### src/rtl/oled_responder_if.sv
// Pad-side signals of the 8-bit parallel RS / R-!W / E character-OLED bus.
// The host end uses the master view and the display end uses the slave view.
interface oled_responder_if;
    logic       rs_pin;
    logic       read_pin;
    logic       enable_pin;
    logic [7:0] db_in;
    logic [7:0] db_out;
    logic       db_oe;

    modport master (
        output rs_pin, read_pin, enable_pin, db_in,
        input  db_out, db_oe
    );

    modport slave (
        input  rs_pin, read_pin, enable_pin, db_in,
        output db_out, db_oe
    );
endinterface

### src/rtl/oled_responder.sv
// Display end of the character-OLED parallel bus. It decodes host write strobes into
// {rs,data} words, tracks the address counter and busy time, and answers status/data reads.
module oled_responder #(
    parameter int unsigned POR_CYCLES   = 1000,
    parameter int unsigned CMD_CYCLES   = 40,
    parameter int unsigned CLEAR_CYCLES = 2000,
    parameter int unsigned DATA_CYCLES  = 40
) (
    input  logic            clk,
    input  logic            reset_n,
    oled_responder_if.slave bus,
    output logic            cmd_valid,
    output logic [8:0]      cmd_data,
    output logic [6:0]      ac,
    input  logic [7:0]      rd_data,
    output logic            busy,
    output logic            overrun
);

    localparam int unsigned MAX_AB     = (POR_CYCLES > CMD_CYCLES) ? POR_CYCLES : CMD_CYCLES;
    localparam int unsigned MAX_CD     = (CLEAR_CYCLES > DATA_CYCLES) ? CLEAR_CYCLES : DATA_CYCLES;
    localparam int unsigned MAX_CYCLES = (MAX_AB > MAX_CD) ? MAX_AB : MAX_CD;
    localparam int          CNT_W      = $clog2(MAX_CYCLES + 1);

    localparam logic [CNT_W-1:0] POR_LOAD   = CNT_W'(POR_CYCLES);
    localparam logic [CNT_W-1:0] CMD_LOAD   = CNT_W'(CMD_CYCLES);
    localparam logic [CNT_W-1:0] CLEAR_LOAD = CNT_W'(CLEAR_CYCLES);
    localparam logic [CNT_W-1:0] DATA_LOAD  = CNT_W'(DATA_CYCLES);

    typedef struct packed {
        logic       rs;
        logic       rw;
        logic       e;
        logic [7:0] db;
    } pins_t;

    pins_t            pins_in;
    pins_t            sync1_q, sync1_d;
    pins_t            sync2_q, sync2_d;
    logic             e_q, e_d;
    logic [CNT_W-1:0] busy_cnt_q, busy_cnt_d;
    logic [6:0]       ac_q, ac_d;
    logic             inc_q, inc_d;
    logic             cmd_valid_q, cmd_valid_d;
    logic [8:0]       cmd_data_q, cmd_data_d;
    logic             overrun_q, overrun_d;
    logic [7:0]       db_out_q, db_out_d;
    logic             db_oe_q, db_oe_d;

    logic       rs_s, rw_s, e_s;
    logic [7:0] db_s;
    logic       e_rise, e_fall;
    logic       busy_w, write_blocked;
    logic [6:0] ac_step;

    // All four bus inputs share one chain so strobe, direction and data stay cycle-aligned.
    assign pins_in = '{rs: bus.rs_pin, rw: bus.read_pin, e: bus.enable_pin, db: bus.db_in};

    assign rs_s = sync2_q.rs;
    assign rw_s = sync2_q.rw;
    assign e_s  = sync2_q.e;
    assign db_s = sync2_q.db;

    assign e_rise = e_s & ~e_q;
    assign e_fall = ~e_s & e_q;

    assign busy_w = (busy_cnt_q != '0);
    // A counter in its final busy cycle lets a coincident write through rather than dropping it.
    assign write_blocked = (busy_cnt_q > CNT_W'(1));
    assign ac_step       = inc_q ? (ac_q + 7'd1) : (ac_q - 7'd1);

    always_comb begin
        // NOTE: every variable gets a default first so no path leaves one unassigned (no latches).
        sync1_d     = pins_in;
        sync2_d     = sync1_q;
        e_d         = e_s;
        ac_d        = ac_q;
        inc_d       = inc_q;
        cmd_valid_d = 1'b0;
        cmd_data_d  = cmd_data_q;
        overrun_d   = 1'b0;
        db_oe_d     = rw_s;
        db_out_d    = db_out_q;
        busy_cnt_d  = busy_w ? (busy_cnt_q - CNT_W'(1)) : '0;

        if (e_rise && rw_s) begin
            db_out_d = rs_s ? rd_data : {busy_w, ac_q};
        end

        if (e_fall && rw_s && rs_s) begin
            ac_d = ac_step;
        end

        if (e_fall && !rw_s) begin
            if (write_blocked) begin
                overrun_d = 1'b1;
            end else begin
                cmd_valid_d = 1'b1;
                cmd_data_d  = {rs_s, db_s};
                if (rs_s) begin
                    ac_d       = ac_step;
                    busy_cnt_d = DATA_LOAD;
                end else if (db_s == 8'h01) begin
                    ac_d       = 7'd0;
                    inc_d      = 1'b1;
                    busy_cnt_d = CLEAR_LOAD;
                end else if (db_s[7:1] == 7'b000_0001) begin
                    ac_d       = 7'd0;
                    busy_cnt_d = CLEAR_LOAD;
                end else if (db_s[7:2] == 6'b00_0001) begin
                    inc_d      = db_s[1];
                    busy_cnt_d = CMD_LOAD;
                end else if (db_s[7]) begin
                    ac_d       = db_s[6:0];
                    busy_cnt_d = CMD_LOAD;
                end else begin
                    busy_cnt_d = CMD_LOAD;
                end
            end
        end
    end

    // NOTE: state registers use non-blocking assignments so every flop samples pre-edge values.
    always_ff @(posedge clk or negedge reset_n) begin
        if (!reset_n) begin
            sync1_q     <= '0;
            sync2_q     <= '0;
            e_q         <= 1'b0;
            busy_cnt_q  <= POR_LOAD;
            ac_q        <= 7'd0;
            inc_q       <= 1'b1;
            cmd_valid_q <= 1'b0;
            cmd_data_q  <= 9'd0;
            overrun_q   <= 1'b0;
            db_out_q    <= 8'd0;
            db_oe_q     <= 1'b0;
        end else begin
            sync1_q     <= sync1_d;
            sync2_q     <= sync2_d;
            e_q         <= e_d;
            busy_cnt_q  <= busy_cnt_d;
            ac_q        <= ac_d;
            inc_q       <= inc_d;
            cmd_valid_q <= cmd_valid_d;
            cmd_data_q  <= cmd_data_d;
            overrun_q   <= overrun_d;
            db_out_q    <= db_out_d;
            db_oe_q     <= db_oe_d;
        end
    end

    assign bus.db_out = db_out_q;
    assign bus.db_oe  = db_oe_q;
    assign cmd_valid  = cmd_valid_q;
    assign cmd_data   = cmd_data_q;
    assign ac         = ac_q;
    assign busy       = busy_w;
    assign overrun    = overrun_q;

endmodule

### src/flat_wrapper.sv
// flat-port wrapper written by rule: the top's interface ports become plain ports
module oled_responder_flat 
#(
    parameter int unsigned POR_CYCLES   = 1000,
    parameter int unsigned CMD_CYCLES   = 40,
    parameter int unsigned CLEAR_CYCLES = 2000,
    parameter int unsigned DATA_CYCLES  = 40
)
  (clk, reset_n, cmd_valid, cmd_data, ac, rd_data, busy, overrun, bus_rs_pin, bus_read_pin, bus_enable_pin, bus_db_in, bus_db_out, bus_db_oe);
  oled_responder_if bus_i ();
  input  logic clk;
  input  logic reset_n;
  output logic cmd_valid;
  output logic [8:0] cmd_data;
  output logic [6:0] ac;
  input  logic [7:0] rd_data;
  output logic busy;
  output logic overrun;
  input wire logic [$bits(bus_i.rs_pin)-1:0] bus_rs_pin;
  input wire logic [$bits(bus_i.read_pin)-1:0] bus_read_pin;
  input wire logic [$bits(bus_i.enable_pin)-1:0] bus_enable_pin;
  input wire logic [$bits(bus_i.db_in)-1:0] bus_db_in;
  output wire logic [$bits(bus_i.db_out)-1:0] bus_db_out;
  output wire logic [$bits(bus_i.db_oe)-1:0] bus_db_oe;
  assign bus_i.rs_pin = bus_rs_pin;
  assign bus_i.read_pin = bus_read_pin;
  assign bus_i.enable_pin = bus_enable_pin;
  assign bus_i.db_in = bus_db_in;
  assign bus_db_out = bus_i.db_out;
  assign bus_db_oe = bus_i.db_oe;
  oled_responder #(.POR_CYCLES(POR_CYCLES), .CMD_CYCLES(CMD_CYCLES), .CLEAR_CYCLES(CLEAR_CYCLES), .DATA_CYCLES(DATA_CYCLES)) u_core (.clk(clk), .reset_n(reset_n), .bus(bus_i), .cmd_valid(cmd_valid), .cmd_data(cmd_data), .ac(ac), .rd_data(rd_data), .busy(busy), .overrun(overrun));
endmodule
### config.mk
export PLATFORM = sky130hd
export DESIGN_NAME = oled_responder_flat
export DESIGN_NICKNAME = d
export VERILOG_FILES = /design/src/rtl/oled_responder_if.sv /design/src/rtl/oled_responder.sv /design/src/flat_wrapper.sv
export SDC_FILE = /design/constraint.sdc
export NUM_CORES = 1
export LEC_CHECK = 0
export ABC_AREA = 1
export BUFFER_PORTS_ARGS = -buffer_cell sky130_fd_sc_hd__buf_2
export CORE_UTILIZATION = 39
export DETAILED_ROUTE_END_ITERATION = 7
export PLACE_DENSITY_LB_ADDON = 0.1
export SYNTH_ARGS = -nofsm -noshare
export SYNTH_HDL_FRONTEND = slang
export SYNTH_SLANG_ARGS = --single-unit
### constraint.sdc
create_clock -name clk -period 3.8 [get_ports clk]
set_input_delay 1.14 -clock clk [delete_from_list [all_inputs] [get_ports clk]]
set_output_delay 1.14 -clock clk [all_outputs]
set_load 0.05 [all_outputs]
-- Word-level counts from Yosys, hierarchy flattened
Index checks and enable logic that the tools add are counted.
- $add $sub $neg: 3
- multiply operators: 0
- div/mod/pow operators: 0
- $lt $le $gt $ge: 1
- equality and inequality tests: 4
- shifts and indexed selects: 0
- mux-type cells: 23
- bitwise operators: 6
- reductions and logical operators: 9
- operators by type and width (kind ; number):
    11-bit two-way mux ; 6
    7-bit two-way mux ; 9
    11-bit by 1-bit greater-than comparator with 1-bit output, second input constant ; 1
    11-bit nonzero test ; 1
    11-bit by 1-bit subtractor with 11-bit output, second input constant ; 1
    8-bit by 1-bit equality test with 1-bit output, second input constant ; 1
    8-bit two-way mux ; 1
    7-bit by 1-bit adder with 7-bit output, second input constant ; 1
    7-bit by 1-bit equality test with 1-bit output, second input constant ; 1
    1-bit two-way mux ; 7
    7-bit by 1-bit subtractor with 7-bit output, second input constant ; 1
    6-bit by 1-bit equality test with 1-bit output, second input constant ; 1
    5-bit AND reduction ; 1
    1-bit logical AND ; 4
    1-bit NOT ; 4
    1-bit bitwise AND ; 2
    2-bit by 1-bit inequality test with 1-bit output, second input constant ; 1
    2-bit AND reduction ; 1
    2-bit nonzero test ; 1
    1-bit zero test ; 1
- bits in registers: 62
- latch bits: 0
- memory bits (writable): 0
- memory bits (read-only): 0
- input bits: 21
- output and inout port bits: 28
- logic and storage cells: 63
- memories: 0

-- Logic depth before layout (Yosys ltp)
Gate-level depths: netlist (run 1).
- depth after elaboration: 12
- depth in mapped cells: 13
- gate-level depth less buffers: 12

-- Worst setup path after synthesis (run 1)
No wires, ideal clock.
- path type: flip-flop to output port
- from: reg u_core.busy_cnt_q[0]
- to: out busy
- data arrival time: 1.487 ns
- required time: 2.660 ns
- path slack: 1.173 ns
- stages on the path, launching flop included: 6
- buffers on the path: 0
- cells stage by stage: dfrtp_1 > inv_1 > ha_1 > nand3_1 > nor2_2 > nand3_1
- cells in the longest elaborated chain, start to end: 1
- RTL lines (item ; line ; RTL):
    start: declaration ; oled_responder.sv:41 ; logic [CNT_W-1:0] busy_cnt_q, busy_cnt_d;
    start signal: assignment ; oled_responder.sv:141 ; busy_cnt_q <= busy_cnt_d;
    11-bit nonzero test ; oled_responder.sv:67 ; assign busy_w = (busy_cnt_q != '0);
    end: declaration ; flat_wrapper.sv:17 ; output logic busy;
No other way between the ends.

-- Final worst setup path (run 1)
Same ends and word-level chain as after synthesis.

==> flow_summary.toml, run 1 <==
[outcome]
status = "completed"

[place]
gp_congestion = 0.803
dpl.hpwl_um = 4470
placed_area_sq_um = 3270
io_buffer_count = 48
pre_cts_ws_ns = 1.10
dp.cells = 479

[floorplanning]
fp.dieH_um = 89.0
pin_count = 49
core_area_sq_um = 7290
fp-row-count = 31
die-area_sq_um = 7920
initial_core_util_pct = 40.5
die_w_um = 89.0

[worst_setup_path]
rr_endpoint = "u_core.ac[5]"
critical_path.most_common_cell = "nand3_1"
path_cells = "inv_1 -> ha_1 -> nand3_1 -> nor2_2 -> nand3_1 -> buf_2"
cp-startpoint = "u_core.busy_cnt_q[0]"
reg2reg_slack_ns = 1.76
crit_fanout = 6
critical_path_class = "reg -> out"
worstPathArrival_ns = 1.90
rr_worst_depth = 11
max_stage_delay_ns = 0.39
r2r_start = "u_core.inc_q"
required_ns = 2.66
start_kind = "register"
endpoint_kind = "output pin"
timing.critical_path.slowest_stage_cell = "dfrtp_1"

[detailed_routing]
drc = 0
drt_iter0_drc = 89
finalWirelength_um = 6250
antenna_left = 0
wl_per_cell_um = 12.6
vias_per_cell = 4.60
dr_total_vias = 2275
drt-pass1-iter-count = 4

[grt]
grt_pass1_vias = 2118
grt_start_max_net_pins = 63
grt_usage_pct = 17.5
antenna_found_initial = 0
grt_first_pass_wirelength_um = 10100
grt_overflow = 0

[timing]
slew_viol_final = 0
setup_viol = 0
setup_ws_ns = 0.759
hold_viol = 0
fmax_mhz = 329
layout_min_cycle_time_ns = 3.04
fin_skew_ns = 0.0122
max_slew_margin_pct = 39.9
tightest_slew_ns = 0.898
fin_crit_sh_pct = 80.0
rsz0062_at_grt = "no"
finalSetupTns_ns = 0

[finish]
area_growth_pct = 17.0
drive_gt1_share_pct = 23.2
final_area_sq_um = 3450
layout.cells.non_filler = 495
antenna_cells = 0
fin_nets = 420

[clock_network]
clkTransAtPathRegs_ns = 0.07
cts_tree = "built"
cts_resized = 0
cts_num_sinks = 62
cts-root-buf = "clkbuf_8"
post_cts_buffers = 0
h-tree-depth = 3
numCtsBuffers = 9
ctsHoldBuffers = 0
clockBufferDepth = 2
clk_latency_ns = 0.35

[synth]
synth-xor-area-share_pct = 2.08
synth_fa_ha_area_share_pct = 3.65
synth.distinct_cells = 32
yosys.area_share.simple_pct = 26.5
synthMuxAreaShare_pct = 0
ys_ff_latch = 62
synth_warnings = 0
synth_top_family_by_area = "simple AND/OR/NAND/NOR gates"
synth_compound_area_share_pct = 7.68
ys_seq_area_share_pct = 52.9
syn-num-nets = 368
synth.avg_cell_area_sq_um = 8.70
syn-instance-count = 339
syn_area_sq_um = 2950

[pwr]
p_per_area_nw_per_um2 = 768
power_w = 0.00265
peakVddDrop_v = 0.000318
leakage_nw = 1.75

[hold_path]
hold_depth = 0
min_path_type = "reg -> reg"
min_from = "u_core.sync1_q[1]"
worstHoldEndpoint = "u_core.db_s[1]"

[job]
maxCapViolCount = 0
-- state kept, by name, summed over array words and instances (netlist names) --
register,flops
u_core.ac,7
u_core.bus.db_oe,1
u_core.bus.db_out,8
u_core.busy_cnt_q,11
u_core.cmd_data,9
u_core.cmd_valid,1
u_core.db_oe_d,1
u_core.db_s,8
u_core.e_d,1
u_core.e_q,1
u_core.inc_q,1
u_core.overrun,1
u_core.rs_s,1
u_core.sync1_q,11
-- how the worst max path moves through the flow --
| stage | cells past startpoint | to |
|---|---|---|
| detailed placement | 6 | busy |
| CTS | 6 | busy |
| floorplan | 5 | busy |
| finish | 6 | busy |
| global route | 6 | busy |
| global placement | 6 | busy |
-- power by group --
group,internal [W],total [W],switching [W],leakage (nW)
logic,0.000346,0.00112,0.000774,0.923
registers,0.000839,0.000979,0.000141,0.734
clock network,0.000301,0.000551,0.000250,0.0904
-- cell families after synthesis --
family                     after synthesis
DFF                                     62
adders and majority gates                8
and+or+nand+nor                        173
AOI/OAI and AO/OA                       39
xor gates and xnor gates                 7
buffers and inverters                   50
-- layer usage --
metal	part of all wire [%]	track usage (%)	vias to the layer above
met5	0	0	-
met4	1.5	6.64	0
met3	3.9	5.26	10
met2	46	27.8	46
met1	49	22.6	1027
li1	-	-	1192
-- area by class of cell --
cell class                 count  area (sq um)
timing repair buffer          49           248
clock inverter                 4          47.5
multi-input combinational    227          1180
fill                         764          3840
inverter                      42           158
tap                           99           124
clock buffer                  12           135
sequential                    62          1560
-- Yosys cell counts --
library cell	instances	area [sq um]
nor3_1	5	25.0
buf_4	1	7.51
inv_2	3	11.3
nand4_2	1	12.5
or2_2	1	6.26
xor2_1	4	35.0
nor2_2	6	37.5
nand4_1	4	25.0
a31o_2	1	8.76
ha_1	7	87.6
o21ai_0	8	40.0
o21ai_2	1	8.76
o21a_1	2	15.0
nor2_1	31	116
fa_1	1	20.0
nor2_4	3	33.8
o21ai_1	7	35.0
nand3_1	26	130
clkbuf_1	1	3.75
a31oi_1	9	56.3
buf_6	2	22.5
a21oi_1	8	40.0
inv_1	39	146
nand3b_1	3	22.5
dfstp_2	7	184
o211ai_1	3	22.5
xnor2_1	3	26.3
nand2_2	5	31.3
nand3_2	2	20.0
nand2_1	86	323
buf_2	4	20.0
dfrtp_1	55	1380
-- worst max-delay path: cells and delay by family (launching register included) --
| kind | cells | cell delay (ns) |
|---|---|---|
| AND/OR/NAND/NOR | 3 | 0.57 |
| buffers and inverters | 2 | 0.40 |
| flip-flops | 1 | 0.39 |
| adder cells (fa/ha/maj) | 1 | 0.20 |
-- through the flow --
stage	hold WS, ns	util (%)
after floorplan	0.331	-
final	0.334	47.3
after CTS	0.338	47.3
after global placement	0.333	44.8
after detailed placement	0.335	44.8
after global routing	0.350	47.3
-- layout by cell type (no fill, tap or decap), drive strengths merged --
cell type | Yosys | layout
a21oi | 8 | 8
dfstp | 7 | 7
xnor2 | 3 | 3
nand4 | 5 | 5
clkbuf | 1 | 12
xor2 | 4 | 4
inv | 42 | 42
or2 | 1 | 1
o21a | 2 | 2
nand3b | 3 | 3
clkinvlp | 0 | 1
dfrtp | 55 | 55
ha | 7 | 7
clkinv | 0 | 2
nand3 | 28 | 28
o21ai | 16 | 16
nand2 | 91 | 91
o211ai | 3 | 3
fa | 1 | 1
nor2 | 40 | 40
nor3 | 5 | 5
a31oi | 9 | 9
buf | 7 | 49
bufinv | 0 | 1
a31o | 1 | 1
Power figures use the tool's default switching activity.
==> run 2, diff against run 1 <==
ABC_AREA = 0   (was 1)
clock period = 3 ns   (was 3.8 ns; I/O delays follow)
==> flow_summary.toml, run 2 <==
[timing]
hold_viol = 0
layout_min_cycle_time_ns = 2.84
fin_skew_ns = 0.00671
fin_crit_sh_pct = 94.6
rsz0062_at_grt = "no"
max_slew_margin_pct = 52.9
slew_viol_final = 0
fmax_mhz = 352
tightest_slew_ns = 0.706
setup_viol = 0
finalSetupTns_ns = 0
setup_ws_ns = 0.163

[worst_setup_path]
cp-startpoint = "u_core.busy_cnt_q[5]"
max_stage_delay_ns = 0.48
endpoint_kind = "output pin"
r2r_start = "u_core.db_s[3]"
rr_worst_depth = 5
path_cells = "nor4_2 -> nand3_1 -> or2_2 -> buf_2"
timing.critical_path.slowest_stage_cell = "nor4_2"
critical_path_class = "reg -> out"
required_ns = 2.10
rr_endpoint = "u_core.ac[6]"
crit_end = "busy"
start_kind = "register"
crit_fanout = 6
worstPathArrival_ns = 1.94
reg2reg_slack_ns = 0.79

[synth]
synth_edf_count = 0
synth_top_cells_by_area = "dfrtp_1 (51%), dfstp_2 (6.9%), nand2_1 (6.3%)"
ys_seq_area_share_pct = 58.2
synth_warnings = 0
synth_fa_ha_area_share_pct = 4.01
synth_compound_area_share_pct = 11.2
synth_top_area_share_pct = 51.3
synthFlopType = "dfrtp_1"
synth_top_family_by_area = "simple AND/OR/NAND/NOR gates"
yosys-top-cells-count = "dfrtp_1 (55), nand2_1 (45), nor2_1 (17), o21ai_0 (17), mux2i_1 (12)"
synth-async-reset-ratio_pct = 100
synth_top_area_cell = "dfrtp_1"
yosys.area_share.simple_pct = 16.4
syn_area_sq_um = 2680
ys_ff_latch = 62
yosysMostFrequentCell = "dfrtp_1"
synthMuxAreaShare_pct = 4.48
syn-num-nets = 277
synth.avg_cell_area_sq_um = 10.8
syn-instance-count = 248
synth.distinct_cells = 41
synth-xor-area-share_pct = 3.59

[grt]
grt_usage_pct = 18.2
grt_first_pass_wirelength_um = 10000
antenna_found_initial = 0
grt_start_max_net_pins = 35
grt_pass1_vias = 1996
grt_overflow = 0

[floorplanning]
core_area_sq_um = 6490
fp.dieH_um = 84.9
die_w_um = 84.9
pin_count = 49
die-area_sq_um = 7210
initial_core_util_pct = 41.3
fp-row-count = 29

[detailed_routing]
dr_total_vias = 1991
wl_per_cell_um = 14.9
drc = 4
drt-pass1-iter-count = 6
finalWirelength_um = 5780
antenna_left = 0
vias_per_cell = 5.14
drt_iter0_drc = 139

[outcome]
violations = "design-rule violations"
status = "finished with violations"

[finish]
antenna_cells = 0
drive_gt1_share_pct = 26.8
fill_cells = 622
fin_nets = 334
final_cell_mix = "dfrtp_1 (55), buf_2 (48), nand2_1 (45)"
layout.cells.non_filler = 387
final_area_sq_um = 3240
final_common_cell = "dfrtp_1"
area_growth_pct = 20.8

[place]
io_buffer_count = 48
dp.cells = 371
placed_area_sq_um = 3040
dpl.hpwl_um = 4070
pre_cts_ws_ns = 0.523
gp_congestion = 0.793

[clock_network]
cts_tree = "built"
cts_num_sinks = 62
post_cts_buffers = 0
clk_latency_ns = 0.34
clkTransAtPathRegs_ns = 0.07
ctsHoldBuffers = 0
cts-root-buf = "clkbuf_8"
cts_resized = 0
clockBufferDepth = 2
h-tree-depth = 3
numCtsBuffers = 9

[job]
maxCapViolCount = 0

[pwr]
peakVddDrop_v = 0.000441
p_per_area_nw_per_um2 = 999
leakage_nw = 1.56

[hold_path]
min_path_type = "reg -> reg"
[run 2: power by group]
| group | switching [W] | internal [W] | leakage (nW) |
|---|---|---|---|
| Sequential | 0.000181 | 0.00106 | 0.746 |
| Clock | 0.000347 | 0.000386 | 0.0996 |
| Combinational | 0.000849 | 0.000413 | 0.712 |
[run 2: area by class of cell]
| cell class | count | area, sq um | share of cell area (%) |
|---|---|---|---|
| well taps | 77 | 96.3 | 2.97 |
| inverters | 8 | 30.0 | 0.927 |
| flip-flops and latches | 62 | 1560 | 48.2 |
| clock buffers | 9 | 124 | 3.82 |
| clock inverters | 7 | 73.8 | 2.28 |
| multi-input cells | 171 | 1060 | 32.9 |
| repair buffers | 53 | 290 | 8.96 |
[run 2: worst min path at each step]
stage,from,end,depth (start not counted)
global placement,u_core.sync1_q[2],u_core.db_s[2],0
detailed placement,u_core.sync1_q[3],u_core.db_s[3],0
floorplan,u_core.sync1_q[9],u_core.db_oe_d,0
global route,u_core.sync1_q[7],u_core.db_s[7],0
CTS,u_core.sync1_q[3],u_core.db_s[3],0
finish,u_core.sync1_q[3],u_core.db_s[3],0
[run 2: stage by stage]
stage	utilization [%]	hold slack, ns	power, W
after global placement	46.8	0.332	0.00250
after CTS	49.9	0.353	0.00326
final	49.9	0.351	0.00323
after global routing	49.9	0.364	0.00345
after detailed placement	46.8	0.336	0.00252
after floorplan	-	0.331	0.00220
[run 2: cells by family (layout without fill, tap and decap cells)]
logic type               Yosys count  count (layout)
multiplexers                      12              12
buffers and inverters             15              77
XOR/XNOR                          11              11
flip-flops                        62              62
AND/OR/NAND/NOR                   94              94
adder cells (fa/ha/maj)            8               8
AO/OA/AOI/OAI                     46              46
[run 2: critical path: cells and delay by family (launching register included)]
family,cells,cell delay [ns]
simple gates,3,0.99
flops,1,0.39
buf+inv,1,0.22
[run 2: routing by layer]
metal / share of wire [%] / routed length (um) / up-vias / track usage (%)
met4: 1.9 / 108 / 0 / 7.09
met5: 0 / 0 / - / 0
li1: - / - / 974 / -
met2: 44 / 2530 / 68 / 27.0
met1: 50 / 2880 / 937 / 25.3
met3: 4.6 / 267 / 12 / 5.45
==> run 3, diff against run 2 <==
PLACE_DENSITY = 0.69   (was default)
PLACE_DENSITY_LB_ADDON = default   (was 0.1)
clock period = 2.7 ns   (was 3 ns; I/O delays follow)
==> flow_summary.toml, run 3 (synthesized netlist as in run 2, its figures left out) <==
[pwr]
p_seq_share_pct = 38.3
leakage_nw = 1.56
peakVddDrop_v = 0.000582
switching_share_pct = 41.8
power_frac_clock_pct = 22.2
intPower_w = 0.00210
p_sw_w = 0.00151
p_per_area_nw_per_um2 = 1110
pwr-share-comb_pct = 39.5

[timing]
max_slew_margin_pct = 55.5
rsz0062_at_grt = "no"
hold_viol = 0
slew_viol_final = 0
fin_crit_sh_pct = 94.1
fin_skew_ns = 0.00840
fmax_mhz = 394
tightest_slew_ns = 0.667
setup_viol = 0
layout_min_cycle_time_ns = 2.54
holdWs_ns = 0.346
finalSetupTns_ns = 0

[clock_network]
ctsHoldBuffers = 0
clk_latency_ns = 0.34
h-tree-depth = 3
numCtsBuffers = 9
clockBufferDepth = 2
cts_num_sinks = 62
post_cts_buffers = 0
cts-root-buf = "clkbuf_8"
cts_tree = "built"
cts_resized = 0
clkTransAtPathRegs_ns = 0.07

[place]
io_buffer_count = 48
gp_congestion = 0.816
dpl.hpwl_um = 4070
dp.cells = 372

[detailed_routing]
drc = 4
drt-pass1-iter-count = 8
antenna_left = 0
finalWirelength_um = 5580
vias_per_cell = 5.07
drt_iter0_drc = 84
wl_per_cell_um = 14.4
dr_total_vias = 1966

[floorplanning]
die_w_um = 84.9
fp.dieH_um = 84.9
fp-row-count = 29
pin_count = 49
initial_core_util_pct = 41.3
die-area_sq_um = 7210
core_area_sq_um = 6490

[hold_path]
min_from = "u_core.sync1_q[3]"
min_path_type = "reg -> reg"
hold_depth = 0
worstHoldEndpoint = "u_core.db_s[3]"

[worst_setup_path]
r2r_start = "u_core.db_s[5]"
start_kind = "register"
path_cells = "inv_1 -> ha_1 -> nand2b_1 -> or2_2 -> buf_2"
max_stage_delay_ns = 0.42
reg2reg_slack_ns = 0.50
worstPathArrival_ns = 1.73
critical_path_class = "reg -> out"
endpoint_kind = "output pin"
rr_endpoint = "u_core.ac[1]"
required_ns = 1.89
rr_worst_depth = 5
timing.critical_path.slowest_stage_cell = "dfrtp_1"
crit_fanout = 7

[grt]
antenna_found_initial = 0
grt_pass1_vias = 1996
grt_start_max_net_pins = 36
grt_usage_pct = 17.4
grt_first_pass_wirelength_um = 9600
grt_overflow = 0

[finish]
antenna_cells = 0
final_common_cell = "dfrtp_1"
area_growth_pct = 21.2
layout.cells.non_filler = 388
drive_gt1_share_pct = 26.7
fin_nets = 335
final_cell_mix = "dfrtp_1 (55), buf_2 (48), nand2_1 (45)"

[outcome]
violations = "design-rule violations"
status = "finished with violations"

[job]
maxCapViolCount = 0
run 3: per-stage QoR:
step                setup slack [ns]  total power, W  instance area (sq um)  utilization (%)
finish                         0.160         0.00360                   3250             50.0
global route                  0.0290         0.00385                   3250             50.0
CTS                            0.129         0.00364                   3250             50.0
detailed placement             0.507         0.00281                   3050             46.9
global placement               0.552         0.00278                   3050             46.9
floorplan                      0.332         0.00245                   2680                -
run 3: power groups by stage:
stage	registers [W]	clock network [W]	logic (W)
3_5_place_dp	0.00140	0	0.00142
4_1_cts	0.00138	0.000834	0.00143
3_3_place_gp	0.00138	0	0.00139
2_1_floorplan	0.00180	0	0.000643
5_1_grt	0.00141	0.000876	0.00157
6_report	0.00138	0.000800	0.00142
run 3: worst max-delay path by stage:
stage	start	slack (ns)	endpoint	cells past startpoint
6_report	u_core.busy_cnt_q[0]	0.16	busy	5
4_1_cts	u_core.busy_cnt_q[5]	0.13	busy	4
5_1_grt	u_core.busy_cnt_q[0]	0.03	busy	5
2_1_floorplan	u_core.busy_cnt_q[5]	0.33	busy	3
3_3_place_gp	u_core.busy_cnt_q[5]	0.55	busy	4
3_5_place_dp	u_core.db_s[5]	0.51	u_core.ac[1]	5
run 3: metal layers:
| metal | vias up | global-route usage (%) | part of all wire [%] |
|---|---|---|---|
| met4 | 0 | 6.01 | 0.79 |
| met3 | 8 | 7.10 | 6.1 |
| met5 | - | 0 | 0 |
| li1 | 979 | - | - |
| met2 | 73 | 26.9 | 45 |
| met1 | 906 | 22.2 | 48 |
run 3: worst max-delay path, delay by kind of cell, from the launching register on:
kind,cells,cell delay [ns]
simple gates,2,0.52
flops,1,0.42
buf+inv,2,0.30
fa+ha+maj,1,0.15
run 3: layout make-up:
| class | instances | area (sq um) |
|---|---|---|
| multi-input combinational | 171 | 1060 |
| fill | 598 | 3250 |
| sequential | 62 | 1560 |
| inverter | 8 | 30.0 |
| tap | 77 | 96.3 |
| clock inverter | 5 | 58.8 |
| clock buffer | 11 | 141 |
| timing repair buffer | 54 | 298 |
